`src/rtl/acc_bank.sv`:
```
// Output accumulator bank: captures per-column bottom-row psums into an N x N buffer (overwrite or accumulate), then drains C row by row.
// Latency: tile completes one cycle after the final column write; the first row is valid the cycle after that, then one row per cycle.
// Backpressure: out_valid_o/out_ready_i stream; row data is held stable while stalled. Optional saturation via macro ACC_BANK_SAT_EN.
module acc_bank #(
  parameter int N  = 4,
  parameter int DW = 16,
  parameter int AW = 32
) (
  input  logic                 clk_i,
  input  logic                 rst_ni,
  input  logic                 tile_start_i,
  input  logic                 tile_first_i,
  input  logic                 tile_last_i,
  input  logic [N-1:0][DW-1:0] psum_i,
  input  logic [N-1:0]         acc_valid_i,
  output logic                 out_valid_o,
  input  logic                 out_ready_i,
  output logic [N-1:0][AW-1:0] out_data_o,
  output logic                 out_last_o,
  output logic                 busy_o,
  output logic                 err_o,
  output logic                 sat_o
);

  localparam int PW = $clog2(N + 1);
  localparam int RW = (N > 1) ? $clog2(N) : 1;
  localparam logic [PW-1:0] PFULL = PW'(N);
  localparam logic [RW-1:0] RLAST = RW'(N - 1);

  typedef enum logic [1:0] {S_IDLE, S_FILL, S_DRAIN} state_t;

  state_t        state, state_nxt;
  logic [AW-1:0] mem [N][N];
  logic [PW-1:0] wptr [N];
  logic [RW-1:0] rptr;
  logic          first_q, last_q;
  logic          err_q;

  logic [AW-1:0] ext [N];
  logic [AW-1:0] cur [N];
  logic [AW-1:0] nxt [N];
  logic [N-1:0]  wr_en;
  logic [N-1:0]  ovf;
  logic          all_full;
  logic          fill_done;
  logic          xfer;
  logic          last_row;
  logic          err_set;

`ifdef ACC_BANK_SAT_EN
  logic [AW:0]   sum_w;
  logic [N-1:0]  sat_hit;
  logic          sat_q;
`endif

  assign fill_done = (state == S_FILL) && all_full;
  assign xfer      = out_valid_o && out_ready_i;
  assign last_row  = (rptr == RLAST);

  // Per-column write decode and overwrite/accumulate datapath.
  always_comb begin
    all_full = 1'b1;
`ifdef ACC_BANK_SAT_EN
    sum_w   = '0;
    sat_hit = '0;
`endif
    for (int j = 0; j < N; j++) begin
      wr_en[j] = (state == S_FILL) && acc_valid_i[j] && (wptr[j] != PFULL);
      ovf[j]   = (state == S_FILL) && acc_valid_i[j] && (wptr[j] == PFULL);
      if (wptr[j] != PFULL) all_full = 1'b0;
      ext[j] = AW'($signed(psum_i[j]));
      // Index truncation only matters when the column is full, and then no write happens.
      cur[j] = mem[wptr[j][RW-1:0]][j];
`ifdef ACC_BANK_SAT_EN
      sum_w = {cur[j][AW-1], cur[j]} + {ext[j][AW-1], ext[j]};
      if (sum_w[AW] != sum_w[AW-1]) begin
        sat_hit[j] = wr_en[j] && !first_q;
        nxt[j]     = sum_w[AW] ? {1'b1, {(AW-1){1'b0}}} : {1'b0, {(AW-1){1'b1}}};
      end else begin
        nxt[j] = sum_w[AW-1:0];
      end
`else
      nxt[j] = cur[j] + ext[j];
`endif
      if (first_q) nxt[j] = ext[j];
    end
  end

  // Protocol violations: strobes outside FILL, overflowing strobes, tile_start while busy.
  always_comb begin
    err_set = 1'b0;
    case (state)
      S_IDLE:  err_set = |acc_valid_i;
      S_FILL:  err_set = tile_start_i || (|ovf);
      S_DRAIN: err_set = tile_start_i || (|acc_valid_i);
      default: err_set = 1'b0;
    endcase
  end

  // State register.
  always_ff @(posedge clk_i or negedge rst_ni) begin
    if (!rst_ni) state <= S_IDLE;
    else         state <= state_nxt;
  end

  // Next-state logic.
  always_comb begin
    state_nxt = state;
    case (state)
      S_IDLE:  if (tile_start_i) state_nxt = S_FILL;
      S_FILL:  if (all_full) state_nxt = last_q ? S_DRAIN : S_IDLE;
      S_DRAIN: if (xfer && last_row) state_nxt = S_IDLE;
      default: state_nxt = S_IDLE;
    endcase
  end

  // Tile flags, column write pointers, drain pointer and sticky error.
  always_ff @(posedge clk_i or negedge rst_ni) begin
    if (!rst_ni) begin
      first_q <= 1'b0;
      last_q  <= 1'b0;
      rptr    <= '0;
      err_q   <= 1'b0;
      for (int j = 0; j < N; j++) wptr[j] <= '0;
    end else begin
      if (state == S_IDLE && tile_start_i) begin
        first_q <= tile_first_i;
        last_q  <= tile_last_i;
        for (int j = 0; j < N; j++) wptr[j] <= '0;
      end
      for (int j = 0; j < N; j++) begin
        if (wr_en[j]) wptr[j] <= wptr[j] + PW'(1);
      end
      if (fill_done)  rptr <= '0;
      else if (xfer)  rptr <= last_row ? '0 : rptr + RW'(1);
      if (err_set)    err_q <= 1'b1;
    end
  end

  // Result buffer; contents persist across idle and drain, cleared only by reset.
  always_ff @(posedge clk_i or negedge rst_ni) begin
    if (!rst_ni) begin
      for (int r = 0; r < N; r++)
        for (int c = 0; c < N; c++)
          mem[r][c] <= '0;
    end else begin
      for (int j = 0; j < N; j++) begin
        if (wr_en[j]) mem[wptr[j][RW-1:0]][j] <= nxt[j];
      end
    end
  end

`ifdef ACC_BANK_SAT_EN
  // Sticky saturation flag, set by any clamped accumulate.
  always_ff @(posedge clk_i or negedge rst_ni) begin
    if (!rst_ni)        sat_q <= 1'b0;
    else if (|sat_hit)  sat_q <= 1'b1;
  end
  assign sat_o = sat_q;
`else
  assign sat_o = 1'b0;
`endif

  // Drain presentation straight from registered storage; zero outside DRAIN.
  always_comb begin
    out_data_o = '0;
    if (state == S_DRAIN) begin
      for (int j = 0; j < N; j++) out_data_o[j] = mem[rptr][j];
    end
  end

  assign out_valid_o = (state == S_DRAIN);
  assign out_last_o  = (state == S_DRAIN) && last_row;
  assign busy_o      = (state != S_IDLE);
  assign err_o       = err_q;

endmodule

```
`config.mk`:
```
export PLATFORM = sky130hd
export DESIGN_NAME = acc_bank
export DESIGN_NICKNAME = d
export VERILOG_FILES = /design/src/rtl/acc_bank.sv
export SDC_FILE = /design/constraint.sdc
export NUM_CORES = 2
export LEC_CHECK = 0
export CAP_MARGIN = 0
export CORE_MARGIN = 2
export CORE_UTILIZATION = 60
export DETAILED_ROUTE_END_ITERATION = 7
export PLACE_DENSITY = 0.88
export SYNTH_ARGS = -nofsm -noshare
export SYNTH_HDL_FRONTEND = slang
export SYNTH_SLANG_ARGS = --single-unit
```
`constraint.sdc`:
```
create_clock -name clk_i -period 5.9 [get_ports clk_i]
set_input_delay 1.475 -clock clk_i [delete_from_list [all_inputs] [get_ports clk_i]]
set_output_delay 1.475 -clock clk_i [all_outputs]
set_load 0.005 [all_outputs]
```
Word-level counts from Yosys, hierarchy flattened
Cells that the tools add are included.
W data, S select, Z words.
{ "classes": {"reduce_logical": 33, "addsub": 9, "eq_ne": 14, "n_lt_le_gt_ge": 9, "n_mux": 54, "n_bitwise": 5} }
{ "op_table": {"columns": ["operator", "n"], "rows": [
  ["$bwmux W512", 4],
  ["$mux W512", 4],
  ["$bmux W128 S2", 5],
  ["$demux W128 S2", 4],
  ["$mux W128", 6],
  ["$mux W96", 3],
  ["$mux W32", 7],
  ["$mux W64", 3],
  ["$add A32 B32 Y32", 4],
  ["$logic_and A1 B1 Y1", 21],
  ["$ge A3 B3 Y1 const B", 5],
  ["$not A2 Y3", 5],
  ["$mux W2", 7],
  ["$add A3 B1 Y3 const B", 4],
  ["$eq A3 B3 Y1 const B", 4],
  ["$lt A3 B1 Y1 const B", 4],
  ["$mux W12", 1],
  ["$mux W3", 4],
  ["$ne A3 B3 Y1 const B", 4],
  ["$reduce_bool A2 Y1", 6],
  ["$reduce_or A4 Y1", 2],
  ["$pmux W2 S3", 1],
  ["$eq A2 B2 Y1 const B", 2],
  ["$mux W1", 4],
  ["8 further kinds", 10]
]} }
{ "totals": {"reg_bits": 531, "output_inout_bits": 133} }

Longest topological paths before layout
{ "logic_depth": {"word_depth": 14, "ltp_mapped": 15, "mapped_depth_nobuf": 14} }

Worst setup path after synthesis
Ideal clock, no wire load.
{ "synth_path": {"path_kind": "reg2reg", "startpoint": "reg wptr[3] (netlist name)", "endpoint": "reg mem[62] (netlist name)", "period_less_slack_ns": 4.846, "setup_slack_ns": 1.054, "path_stages_with_launch": 15, "setup_time_ns": 0.124, "t_arrival_ns": 4.722, "path_cell_list": "dfrtp_1 > clkbuf_1 > buf_1 > mux4_2 > ha_1 > a21oi_1 > nor3b_2 > a21oi_1 > a221o_1 > a311o_1 > a2111o_1 > and3b_1 > or4_1 > and2_1 > o31a_1"} }
{ "synth_between": {"elab_chain_len": 10, "word_cells_on_any_way": 17} }
{ "synth_rtl": {"columns": ["item", "line", "source"], "rows": [
  ["start: declaration", "34", "logic [PW-1:0] wptr [N];"],
  ["start signal: indexed assignment", "132", "if (wr_en[j]) wptr[j] <= wptr[j] + PW'(1);"],
  ["$not A2 Y3 (not written as such)", "73, 148", null],
  ["$bmux W128 S2", "73", "cur[j] = mem[wptr[j][RW-1:0]][j];"],
  ["$mux W64 (not written as such) (2 in series)", "73", null],
  ["$add A32 B32 Y32", "83", "nxt[j] = cur[j] + ext[j];"],
  ["$mux W32", "85", "if (first_q) nxt[j] = ext[j];"],
  ["$bwmux W512", "148", "if (wr_en[j]) mem[wptr[j][RW-1:0]][j] <= nxt[j];"],
  ["$mux W512 (*)", "148", null],
  ["$bwmux W512", "148", null],
  ["$mux W512 (*)", "148", null],
  ["end signal: indexed assignment", "148", null],
  ["end: declaration", "33", "logic [AW-1:0] mem [N][N];"]
]} }
Mark *: on every way between the ends. The rest lies on a longest branch, timed or not. The select of a mux whose other input is x is not followed.
A chain may end at the register's enable or synchronous reset.

==> impl_metrics.tcl <==
set metrics [dict create \
    path_max_fanout 40 \
    setup_viol 0 \
    slew_headroom_pct 19.6 \
    die_w_um 240 \
    setup-tns-final_ps 0 \
    worstSetupEndpointType "primary output" \
    cts_num_sinks 531 \
    overflow 0 \
    leakage_nw 16.5 \
    boundaryPins 207 \
    dr_wl_met2_mm 42.2 \
    grt_usage_pct 30.7 \
    synthFlopType "dfrtp_1" \
    syn_area_um2 33500 \
    drive_above_1_share_pct 12.3 \
    drtIter0Drc 2200 \
    status "finished clean" \
    peakVddDrop_mv 0.323 \
    ctsHoldBuffers 0 \
    grt_pass1_wl_mm 141 \
    timing.hold.ws_ps 478 \
    vias_per_cell 6.40 \
    clock.fmax_mhz 210 \
    ant_nets 0 \
    stdcell_count 4264 \
    highest_layer "met5" \
    dieHeight_um 240 \
    wl_met3_mm 6.78 \
    worstPathArrival_ps 3280 \
    r2r_cells 12 \
    root_buffer "clkbuf_16" \
    firstDrtPassIters 6 \
    grt_setup_unrepaired "no" \
    grt_pass1_vias 27300 \
    cts_tree "yes" \
    nets 3692 \
    criticalPathCategory "reg -> out" \
    power.density_nw_per_um2 596 \
    finalCoreUtilization_pct 69.0 \
    post_drt_wl_per_cell_um 20.4 \
    synth-edff-count 0 \
    port_buffers 205 \
    drv_cap 0 \
    hold_depth 1 \
    ys_async_sr_fraction_pct 100 \
    ys_seq_area_share_pct 39.6 \
    htree_levels 2 \
    numCtsBuffers 58 \
    wl_met1_mm 35.1 \
    fin_worst_skew_ps 16.9 \
    syn-num-nets 3615 \
    start_util_pct 60.7 \
    place_hpwl_mm 55.9 \
    core_um2 55200 \
    grt_max_degree 124 \
    rows 86 \
    hold_viol 0 \
    nFillCells 3955 \
    clockBufferDepth 3 \
    required_ps 4430 \
    slew_violations 0 \
    fin_ws_ps 1150 \
    fin_crit_ps 4750 \
    drc 0 \
    yosys_warnings 0 \
    cts_setup_buffers 0 \
    antenna_found_initial 5 \
    cts_resized 0 \
    dp.cells 4157 \
    place_ws_ps 636 \
    syn_to_final_growth_pct 13.6 \
    clkLatencyLatePin_ps 630 \
    clkSlewWorstSetupHoldPaths_ps 60 \
    dieArea_um2 57800 \
    wirelength_mm 87.0 \
    ys_types 69 \
    critPathLaunchType "flop" \
    worst_pin_slew_ps 1200 \
    multi_input_area_um2 19200 \
    via_count 27300 \
    synth_seq_cells 531 \
    period_share_pct 80.6 \
    seq_area_um2 13300 \
    min_path_type "reg -> reg" \
    gp_congestion 0.927 \
    syn_avg_cell_area_um2 9.88 \
    syn_inst 3392 \
]
==> flip-flops by register name (all words and copies together), names as in the netlist <==
register	flops
state	2
err_o	1
wptr	12
mem	512
first_q	1
last_q	1
rptr	2
==> kinds of logic (layout without fill, tap and decap cells) <==
family | Yosys count | after routing | share of synthesized area, %
AOI/OAI and AO/OA | 995 | 995 | 16.9
xor gates and xnor gates | 101 | 101 | 2.64
adders and majority gates | 149 | 149 | 5.65
buffers and inverters | 280 | 403 | 3.15
DFF | 531 | 531 | 39.6
muxes | 287 | 287 | 18.2
other | 1 | 2 | 0.0112
and+or+nand+nor | 1048 | 1048 | 13.9
==> per-layer routing <==
layer	GRT usage, %	vias up
met3	5.90	217
met1	40.4	13400
li1	-	12500
met2	50.4	1165
met4	12.2	8
met5	0	-
==> through the flow <==
stage / area [µm²] / power, W
2_1_floorplan: 33500 / 0.0155
5_1_grt: 38100 / 0.0243
3_3_place_gp: 36100 / 0.0182
6_report: 38100 / 0.0227
3_5_place_dp: 36100 / 0.0187
4_1_cts: 38100 / 0.0226
==> worst max-delay path, cell delays in order (launching register included) <==
cell and delay [ps]:
dfrtp_4 970, buf_12 420, mux4_2 570, and2_1 230, clkdlybuf4s50_1 460
==> cells in the final DEF (no fill, tap or decap), types with 12 or more instances in the layout <==
cell type	instances
nor2b_1	24
inv_1	49
clkdlybuf4s50_1	204
a31oi_1	20
mux4_2	256
o31a_1	12
o21a_1	19
ha_1	144
dfrtp_1	524
and2_1	142
nor2_1	108
a21boi_0	40
clkbuf_16	61
and3_1	16
nand3_1	42
nand2b_1	14
buf_4	34
a211oi_1	15
mux2_2	14
mux2i_1	17
o21ai_0	575
nor3_1	12
clkbuf_1	19
nand4_1	13
xnor2_1	58
nand2_1	626
nand2_2	16
xor2_1	43
a21o_1	51
a21oi_1	166
==> layout make-up <==
type                       count  area share, %
sequential                   531           34.9
clock buffer                  90           4.56
multi-input combinational   2581           50.5
timing repair buffer         247           6.49
clock inverter                16          0.578
tap                          748           2.46
antenna                        1        0.00657
inverter                      50          0.496
==> synthesized netlist by cell type, types with 9 or more instances <==
cell type  instances  area (µm²)
a211oi_1          15         113
and2_1           142         888
nand2_1          642        2410
a21boi_0          40         300
nand2b_1          14        87.6
nor2b_1           24         150
o31ai_1            9        67.6
mux4_2           256        5770
a21oi_1          166         831
and3_1            16         100
inv_1             49         184
dfrtp_1          531       13300
buf_1             47         176
xor2_1            43         377
o21ai_1            9        45.0
o21bai_1          10        75.1
a31oi_1           20         125
nand4_1           13        81.3
nor3_1            12        60.1
a21o_1            51         383
o31a_1            12         105
nor2_1           108         405
o21ai_0          575        2880
mux2_2            14         158
mux2i_1           17         170
xnor2_1           58         508
o211ai_1          11        82.6
clkbuf_1         182         683
o21a_1            19         143
nand3_1           42         210
ha_1             145        1810
==> path summary, 6_finish.rpt <==
path	from	to	slack, ps
worst max-delay path	rptr[0]	out_data_o[4]	1150
worst min-delay path	err_o	err_o	480
worst max register to register	wptr[6]	mem[95]	1200
worst min register to register	err_o	err_o	480
max in group asynchronous	rst_ni	mem[487]	3720
min in group asynchronous	rst_ni	mem[334]	970
==> power breakdown <==
| part | internal [W] | switching [W] | leakage, nW |
|---|---|---|---|
| sequential | 0.00513 | 0.00140 | 6.84 |
| combinational | 0.00568 | 0.00673 | 8.68 |
| clock | 0.00223 | 0.00152 | 0.949 |
(Power assumes the default switching activity.)
